### src/rtl/lpcas_sar_ctrl.sv
// lpcas_sar_ctrl: successive-approximation controller for the LPCAS analog tile.
// It sequences sample -> binary-search trials -> done. DAC code and sample switch
// are driven from registers, so there is no combinational path from comp_in or start.
module lpcas_sar_ctrl #(
   parameter int unsigned NBITS         = 8,
   parameter int unsigned SAMPLE_CYCLES = 2,
   parameter int unsigned SETTLE_CYCLES = 1
) (
   input  logic             clk,
   input  logic             rst_n,
   input  logic             start,
   input  logic             cont,
   input  logic             comp_in,
   output logic             sample_en,
   output logic [NBITS-1:0] dac_code,
   output logic             busy,
   output logic [NBITS-1:0] result,
   output logic             valid
);

   localparam int unsigned MAXC = (SAMPLE_CYCLES > SETTLE_CYCLES) ? SAMPLE_CYCLES : SETTLE_CYCLES;
   localparam int unsigned CW   = (MAXC > 1) ? $clog2(MAXC) : 1;
   localparam int unsigned BW   = (NBITS > 1) ? $clog2(NBITS) : 1;

   localparam logic [CW-1:0]    SMP_LAST = CW'(SAMPLE_CYCLES - 1);
   localparam logic [CW-1:0]    STL_LAST = CW'(SETTLE_CYCLES - 1);
   localparam logic [BW-1:0]    TOP_BIT  = BW'(NBITS - 1);
   localparam logic [NBITS-1:0] ONE      = NBITS'(1);

   typedef enum logic [1:0] {
      S_IDLE,
      S_SAMPLE,
      S_TRIAL,
      S_DONE
   } state_t;

   state_t           r_state, w_state;
   logic [CW-1:0]    r_cnt, w_cnt;
   logic [BW-1:0]    r_bit, w_bit;
   logic [NBITS-1:0] r_code, w_code;
   logic [NBITS-1:0] r_result, w_result;
   logic [NBITS-1:0] r_dac, w_dac;
   logic             r_sample_en, w_sample_en;
   logic             r_busy, w_busy;
   logic             r_valid, w_valid;
   logic [NBITS-1:0] w_trial;
   logic [NBITS-1:0] w_kept;

   // State and registered-output update; async reset to idle values.
   always_ff @(posedge clk or negedge rst_n) begin
      if (!rst_n) begin
         r_state     <= S_IDLE;
         r_cnt       <= '0;
         r_bit       <= TOP_BIT;
         r_code      <= '0;
         r_result    <= '0;
         r_dac       <= '0;
         r_sample_en <= 1'b0;
         r_busy      <= 1'b0;
         r_valid     <= 1'b0;
      end else begin
         r_state     <= w_state;
         r_cnt       <= w_cnt;
         r_bit       <= w_bit;
         r_code      <= w_code;
         r_result    <= w_result;
         r_dac       <= w_dac;
         r_sample_en <= w_sample_en;
         r_busy      <= w_busy;
         r_valid     <= w_valid;
      end
   end

   // Next-state logic; output values are computed for the cycle after the edge.
   always_comb begin
      w_state     = r_state;
      w_cnt       = r_cnt;
      w_bit       = r_bit;
      w_code      = r_code;
      w_result    = r_result;
      w_dac       = '0;
      w_sample_en = 1'b0;
      w_busy      = 1'b1;
      w_valid     = 1'b0;
      w_trial     = r_code | (ONE << r_bit);
      w_kept      = comp_in ? w_trial : r_code;

      case (r_state)
         S_IDLE: begin
            w_busy = 1'b0;
            if (start) begin
               w_state     = S_SAMPLE;
               w_cnt       = '0;
               w_code      = '0;
               w_sample_en = 1'b1;
               w_busy      = 1'b1;
            end
         end
         S_SAMPLE: begin
            if (r_cnt == SMP_LAST) begin
               w_state = S_TRIAL;
               w_cnt   = '0;
               w_bit   = TOP_BIT;
               w_dac   = r_code | (ONE << TOP_BIT);
            end else begin
               w_cnt       = r_cnt + CW'(1);
               w_sample_en = 1'b1;
            end
         end
         S_TRIAL: begin
            if (r_cnt == STL_LAST) begin
               w_code = w_kept;
               w_cnt  = '0;
               if (r_bit == '0) begin
                  w_state  = S_DONE;
                  w_result = w_kept;
                  w_valid  = 1'b1;
               end else begin
                  // next trial code already carries this bit's decision
                  w_bit = r_bit - BW'(1);
                  w_dac = w_kept | (ONE << (r_bit - BW'(1)));
               end
            end else begin
               w_cnt = r_cnt + CW'(1);
               w_dac = w_trial;
            end
         end
         S_DONE: begin
            if (cont || start) begin
               w_state     = S_SAMPLE;
               w_cnt       = '0;
               w_code      = '0;
               w_sample_en = 1'b1;
            end else begin
               w_state = S_IDLE;
               w_busy  = 1'b0;
            end
         end
         default: begin
            w_state = S_IDLE;
            w_busy  = 1'b0;
         end
      endcase
   end

   assign sample_en = r_sample_en;
   assign dac_code  = r_dac;
   assign busy      = r_busy;
   assign result    = r_result;
   assign valid     = r_valid;

endmodule

### config.mk
export PLATFORM = sky130hd
export DESIGN_NAME = lpcas_sar_ctrl
export DESIGN_NICKNAME = d
export VERILOG_FILES = /design/src/rtl/lpcas_sar_ctrl.sv
export SDC_FILE = /design/constraint.sdc
export NUM_CORES = 1
export LEC_CHECK = 0
export CAP_MARGIN = 20
export CORE_MARGIN = 4
export CORE_UTILIZATION = 50
export DETAILED_ROUTE_END_ITERATION = 8
export PLACE_DENSITY = 0.8
export SKIP_CTS_REPAIR_TIMING = 1
export SLEW_MARGIN = 20
export SYNTH_ARGS = -nofsm -noshare
export SYNTH_HDL_FRONTEND = slang
export SYNTH_SLANG_ARGS = --single-unit
### constraint.sdc
create_clock -name clk -period 2.3 [get_ports clk]
set_input_delay 0.46 -clock clk [delete_from_list [all_inputs] [get_ports clk]]
set_output_delay 0.46 -clock clk [all_outputs]
set_load 0.02 [all_outputs]
==> report_table.html <==
<table>
<tr><th>Metric</th><th>Value</th></tr>
<tr><th colspan="2">Worst setup path</th></tr>
<tr><td>Type of origin of the critical path</td><td>flip-flop</td></tr>
<tr><td>Worst setup EP type</td><td>flip-flop</td></tr>
<tr><td>Data arrival time of the critical path</td><td>2.15 ns</td></tr>
<tr><td>WP data required</td><td>~2.5 ns</td></tr>
<tr><td>Largest driver fanout on the critical path</td><td>7</td></tr>
<tr><td>Type of the setup path with the least slack</td><td>reg2reg</td></tr>
<tr><th colspan="2">Synthesis</th></tr>
<tr><td>Synthesized-area fraction occupied by and/or/nand/nor cells</td><td>18.46%</td></tr>
<tr><td>Area share of the largest cell type after synthesis</td><td>41.01%</td></tr>
<tr><td>Main combinational cell family by area after synthesis</td><td>compound AO/OA/AOI/OAI gates</td></tr>
<tr><td>Most area-consuming cells after synthesis</td><td>dfrtp_1 (41%), ha_1 (8.9%), a21oi_1 (5.7%), dfstp_2 (4.3%), nor2_1 (4.3%)</td></tr>
<tr><td>Xor and xnor fraction of the mapped netlist area</td><td>0%</td></tr>
<tr><td>Proportion of synthesized area in mux cells</td><td>0%</td></tr>
<tr><td>Yosys top cell by area</td><td>dfrtp_1</td></tr>
<tr><td>EDFF count, synth</td><td>0</td></tr>
<tr><td>Unique cell type count in the Yosys netlist</td><td>36</td></tr>
<tr><td>Post-synthesis sequential element count</td><td>33</td></tr>
<tr><td>Area of the mapped netlist</td><td>1831 µm²</td></tr>
<tr><td>Average cell area after synthesis</td><td>9.484 µm²</td></tr>
<tr><td>Complex-gate fraction of the synthesized area</td><td>21.80%</td></tr>
<tr><td>Number of nets produced by synthesis</td><td>211</td></tr>
<tr><td>Number of warning messages in the yosys log</td><td>0</td></tr>
<tr><td>Most common flop cell mapped by yosys</td><td>dfrtp_1</td></tr>
<tr><td>Seq/Total Area, Yosys</td><td>45.32%</td></tr>
<tr><td>Synth async-reset ratio</td><td>100.0%</td></tr>
<tr><td>Post-Synthesis Cells</td><td>193</td></tr>
<tr><td>Adder-Cell Fraction of Synth Area</td><td>8.886%</td></tr>
<tr><th colspan="2">Layout</th></tr>
<tr><td>Count of filler cells inserted in the layout</td><td>~290</td></tr>
<tr><td>Syn-to-layout area delta</td><td>19.62%</td></tr>
<tr><td>Most common cell after layout, fill and taps aside</td><td>dfrtp_1</td></tr>
<tr><td>Fraction of the core area covered by cells at the end of the flow</td><td>63.61%</td></tr>
<tr><td>Post-layout net count</td><td>236</td></tr>
<tr><td>Most frequent cells in the layout</td><td>dfrtp_1 (30), clkdlybuf4s50_1 (23), a21oi_1 (21), nor2_1 (21), o21ai_0 (15)</td></tr>
<tr><td>Number of antenna cells inserted</td><td>0</td></tr>
<tr><td>Fraction of final layout cells with drive strength greater than 1</td><td>10.96%</td></tr>
<tr><td>Filler-free cell count of the finished design</td><td>265</td></tr>
<tr><th colspan="2">Floorplan</th></tr>
<tr><td>Die outline area</td><td>4693 µm²</td></tr>
<tr><td>X dimension of the die</td><td>68.51 µm</td></tr>
<tr><td>Starting density of the core</td><td>a little over half</td></tr>
<tr><td>Area of the core</td><td>3442 µm²</td></tr>
<tr><td>Cell Rows</td><td>21</td></tr>
<tr><td>Chip height</td><td>68.51 µm</td></tr>
<tr><td>Ports</td><td>24</td></tr>
<tr><th colspan="2">STA</th></tr>
<tr><td>Final Max Tran Viols</td><td>0</td></tr>
<tr><td>Final Hold Viols</td><td>0</td></tr>
<tr><td>Unrepaired setup endpoints after global routing</td><td>false</td></tr>
<tr><td>Highest attainable clock frequency</td><td>0.5081 GHz</td></tr>
<tr><td>Worst Tran Pin Value</td><td>approximately 0.6 ns</td></tr>
<tr><td>Min cycle time layout</td><td>approximately 2 ns</td></tr>
<tr><td>Final clock skew</td><td>between 0.01 and 0.015 ns</td></tr>
<tr><td>Final Hold Slack</td><td>around 0.53 ns</td></tr>
<tr><td>Slew headroom</td><td>roughly three fifths</td></tr>
<tr><td>Final clock period utilization by the worst path</td><td>85.57%</td></tr>
<tr><td>Final total negative setup slack</td><td>0 ns</td></tr>
<tr><td>Count of endpoints failing setup in the final report</td><td>0</td></tr>
<tr><th colspan="2">Route</th></tr>
<tr><td>Iteration-0 DRC Markers</td><td>179</td></tr>
<tr><td>Number of detailed-route iterations in the first pass</td><td>4</td></tr>
<tr><td>Wirelength per Cell</td><td>15.62 µm</td></tr>
<tr><td>Via-per-instance ratio</td><td>5.909</td></tr>
<tr><td># DRC</td><td>0</td></tr>
<tr><td>Residual antenna-violating net count after detailed routing</td><td>0</td></tr>
<tr><td>Total detailed-routing wirelength</td><td>around 4.1 mm</td></tr>
<tr><td>Vias post-DR</td><td>1,566</td></tr>
<tr><th colspan="2">Global routing</th></tr>
<tr><td>Number of global-route vias before repair</td><td>1,472</td></tr>
<tr><td>First-pass GRT wire length</td><td>7.038 mm</td></tr>
<tr><td>Largest net degree at the start of global routing</td><td>34</td></tr>
<tr><td>Global-route congestion overflow total</td><td>0</td></tr>
<tr><td>All-layer global routing usage</td><td>20.44%</td></tr>
<tr><td>Antenna violations before repair</td><td>0</td></tr>
<tr><th colspan="2">Status</th></tr>
<tr><td>Run status</td><td>finished clean</td></tr>
<tr><th colspan="2">Pwr</th></tr>
<tr><td>Clk network pwr share</td><td>roughly 14%</td></tr>
<tr><td>Worst ir drop on vdd</td><td>0.5489 mV</td></tr>
<tr><td>Internal power</td><td>1629 µW</td></tr>
<tr><td>Cell area power density</td><td>1352 nW/µm²</td></tr>
<tr><td>Register share of total power</td><td>a little under a third</td></tr>
<tr><td>Final total power</td><td>2961 µW</td></tr>
<tr><td>Switch share</td><td>44.99%</td></tr>
<tr><td>Net load switching power</td><td>around 1300 µW</td></tr>
<tr><td>Comb power frac</td><td>approximately 54%</td></tr>
<tr><td>Leakage power summed over all cells</td><td>0.0009321 µW</td></tr>
<tr><th colspan="2">Clocking</th></tr>
<tr><td>Clk Tree Root Cell</td><td>clkbuf_8</td></tr>
<tr><td>Clock Sink Count</td><td>33</td></tr>
<tr><td>Clock slew at reported path FFs</td><td>0.07 ns</td></tr>
<tr><td>CTS Buf Count</td><td>5</td></tr>
<tr><td>Level count of the clock H-tree</td><td>2</td></tr>
<tr><td>Clock Path Buffers</td><td>2</td></tr>
<tr><td>Source-to-sink clock delay at the later pin of the worst-skew pair</td><td>~0.29 ns</td></tr>
<tr><td>CTS tree</td><td>built</td></tr>
<tr><th colspan="2">Worst hold path</th></tr>
<tr><td>Path type of the worst min-delay path</td><td>reg2reg</td></tr>
<tr><th colspan="2">Placement</th></tr>
<tr><td>Global placement routability congestion</td><td>0.8918</td></tr>
<tr><td>Number of buffers added on ports</td><td>23</td></tr>
<tr><td>Estimated wirelength of the detail-placed design</td><td>2.965 mm</td></tr>
<tr><td>Instance count after placement with tap cells included</td><td>257</td></tr>
<tr><th colspan="2">Run</th></tr>
<tr><td>Max cap viols</td><td>0</td></tr>
</table>
-- logic make-up (layout without fill, tap and decap cells) --
family                     Yosys count  after routing
adders and majority gates           13             13
and+or+nand+nor                     62             62
AOI/OAI and AO/OA                   64             64
buffers and inverters               21             47
DFF                                 33             33
-- metal layers --
layer | track usage [%] | part of all wire, %
met1 | 26.72 | 44
met2 | 31.94 | 47
met3 | 5.835 | 7.3
met4 | 7.940 | 2.1
met5 | 0 | 0
-- sequential cells by signal, summed over array words and instances, names as in the netlist --
signal,count
valid,1
sample_en,1
r_cnt,1
result,8
r_state,2
r_bit,3
busy,1
dac_code,8
r_code,8
-- power groups by stage --
stage | Sequential [µW] | Combinational, µW | Clock [µW]
CTS | 937 | 1580 | 431
finish | 939 | 1600 | 426
global route | 962 | 1760 | 457
global placement | 933 | 1540 | 0
floorplan | 1020 | 962 | 0
detailed placement | 947 | 1570 | 0
-- cells in the mapped netlist, types with 2 or more instances --
cell and n:
a211oi_1 6, a221oi_1 2, buf_2 6, ha_1 13
o211ai_1 3, a41oi_1 4, clkbuf_1 4, o2bb2ai_1 3
a21oi_1 21, and2_1 2, nor4_1 3, nand2_1 10
o21ai_0 15, dfrtp_1 30, inv_1 9, nand3_1 2
and3_1 3, nand2b_1 5, dfstp_2 3, nor3b_1 5
nor2_1 21, nor2b_1 4, a31oi_1 5, buf_6 2
-- final timing paths --
check                                 startpoint                     to  depth (start not counted)  slack, ns
setup / recovery            r_bit[0]$_DFFE_PN1P_  dac_code[1]$_DFF_PN0_                          6       0.33
hold / removal             result[2]$_DFFE_PN0P_  result[2]$_DFFE_PN0P_                          2       0.53
min in group asynchronous                  rst_n  result[7]$_DFFE_PN0P_                          2       0.56
setup reg to reg            r_bit[0]$_DFFE_PN1P_  dac_code[1]$_DFF_PN0_                          6       0.33
max in group asynchronous                  rst_n   r_bit[0]$_DFFE_PN1P_                          2       1.41
hold reg to reg            result[2]$_DFFE_PN0P_  result[2]$_DFFE_PN0P_                          2       0.53
-- critical path, cell delays in order, from the launching register on --
cell and delay [ns]:
dfstp_2 0.58, inv_1 0.09, ha_1 0.22, ha_1 0.36, a221oi_1 0.35, o2bb2ai_1 0.11
nor3b_1 0.14
-- layout make-up --
class	count	area [µm²]	share of cell area [%]
multi-input combinational	139	899.6	41.09
sequential	33	829.5	37.89
timing repair buffer	30	282.8	12.91
clock buffer	5	68.82	3.143
tap	46	57.56	2.629
inverter	9	33.78	1.543
clock inverter	3	17.52	0.8000
-- through the flow --
step                cell area (µm²)  setup slack (ns)
global placement               2103            0.3705
global route                   2190            0.2121
floorplan                      1831            0.5329
detailed placement             2103            0.3295
finish                         2190            0.3320
CTS                            2190            0.3608
No activity file was read; power rests on OpenSTA's default activity.
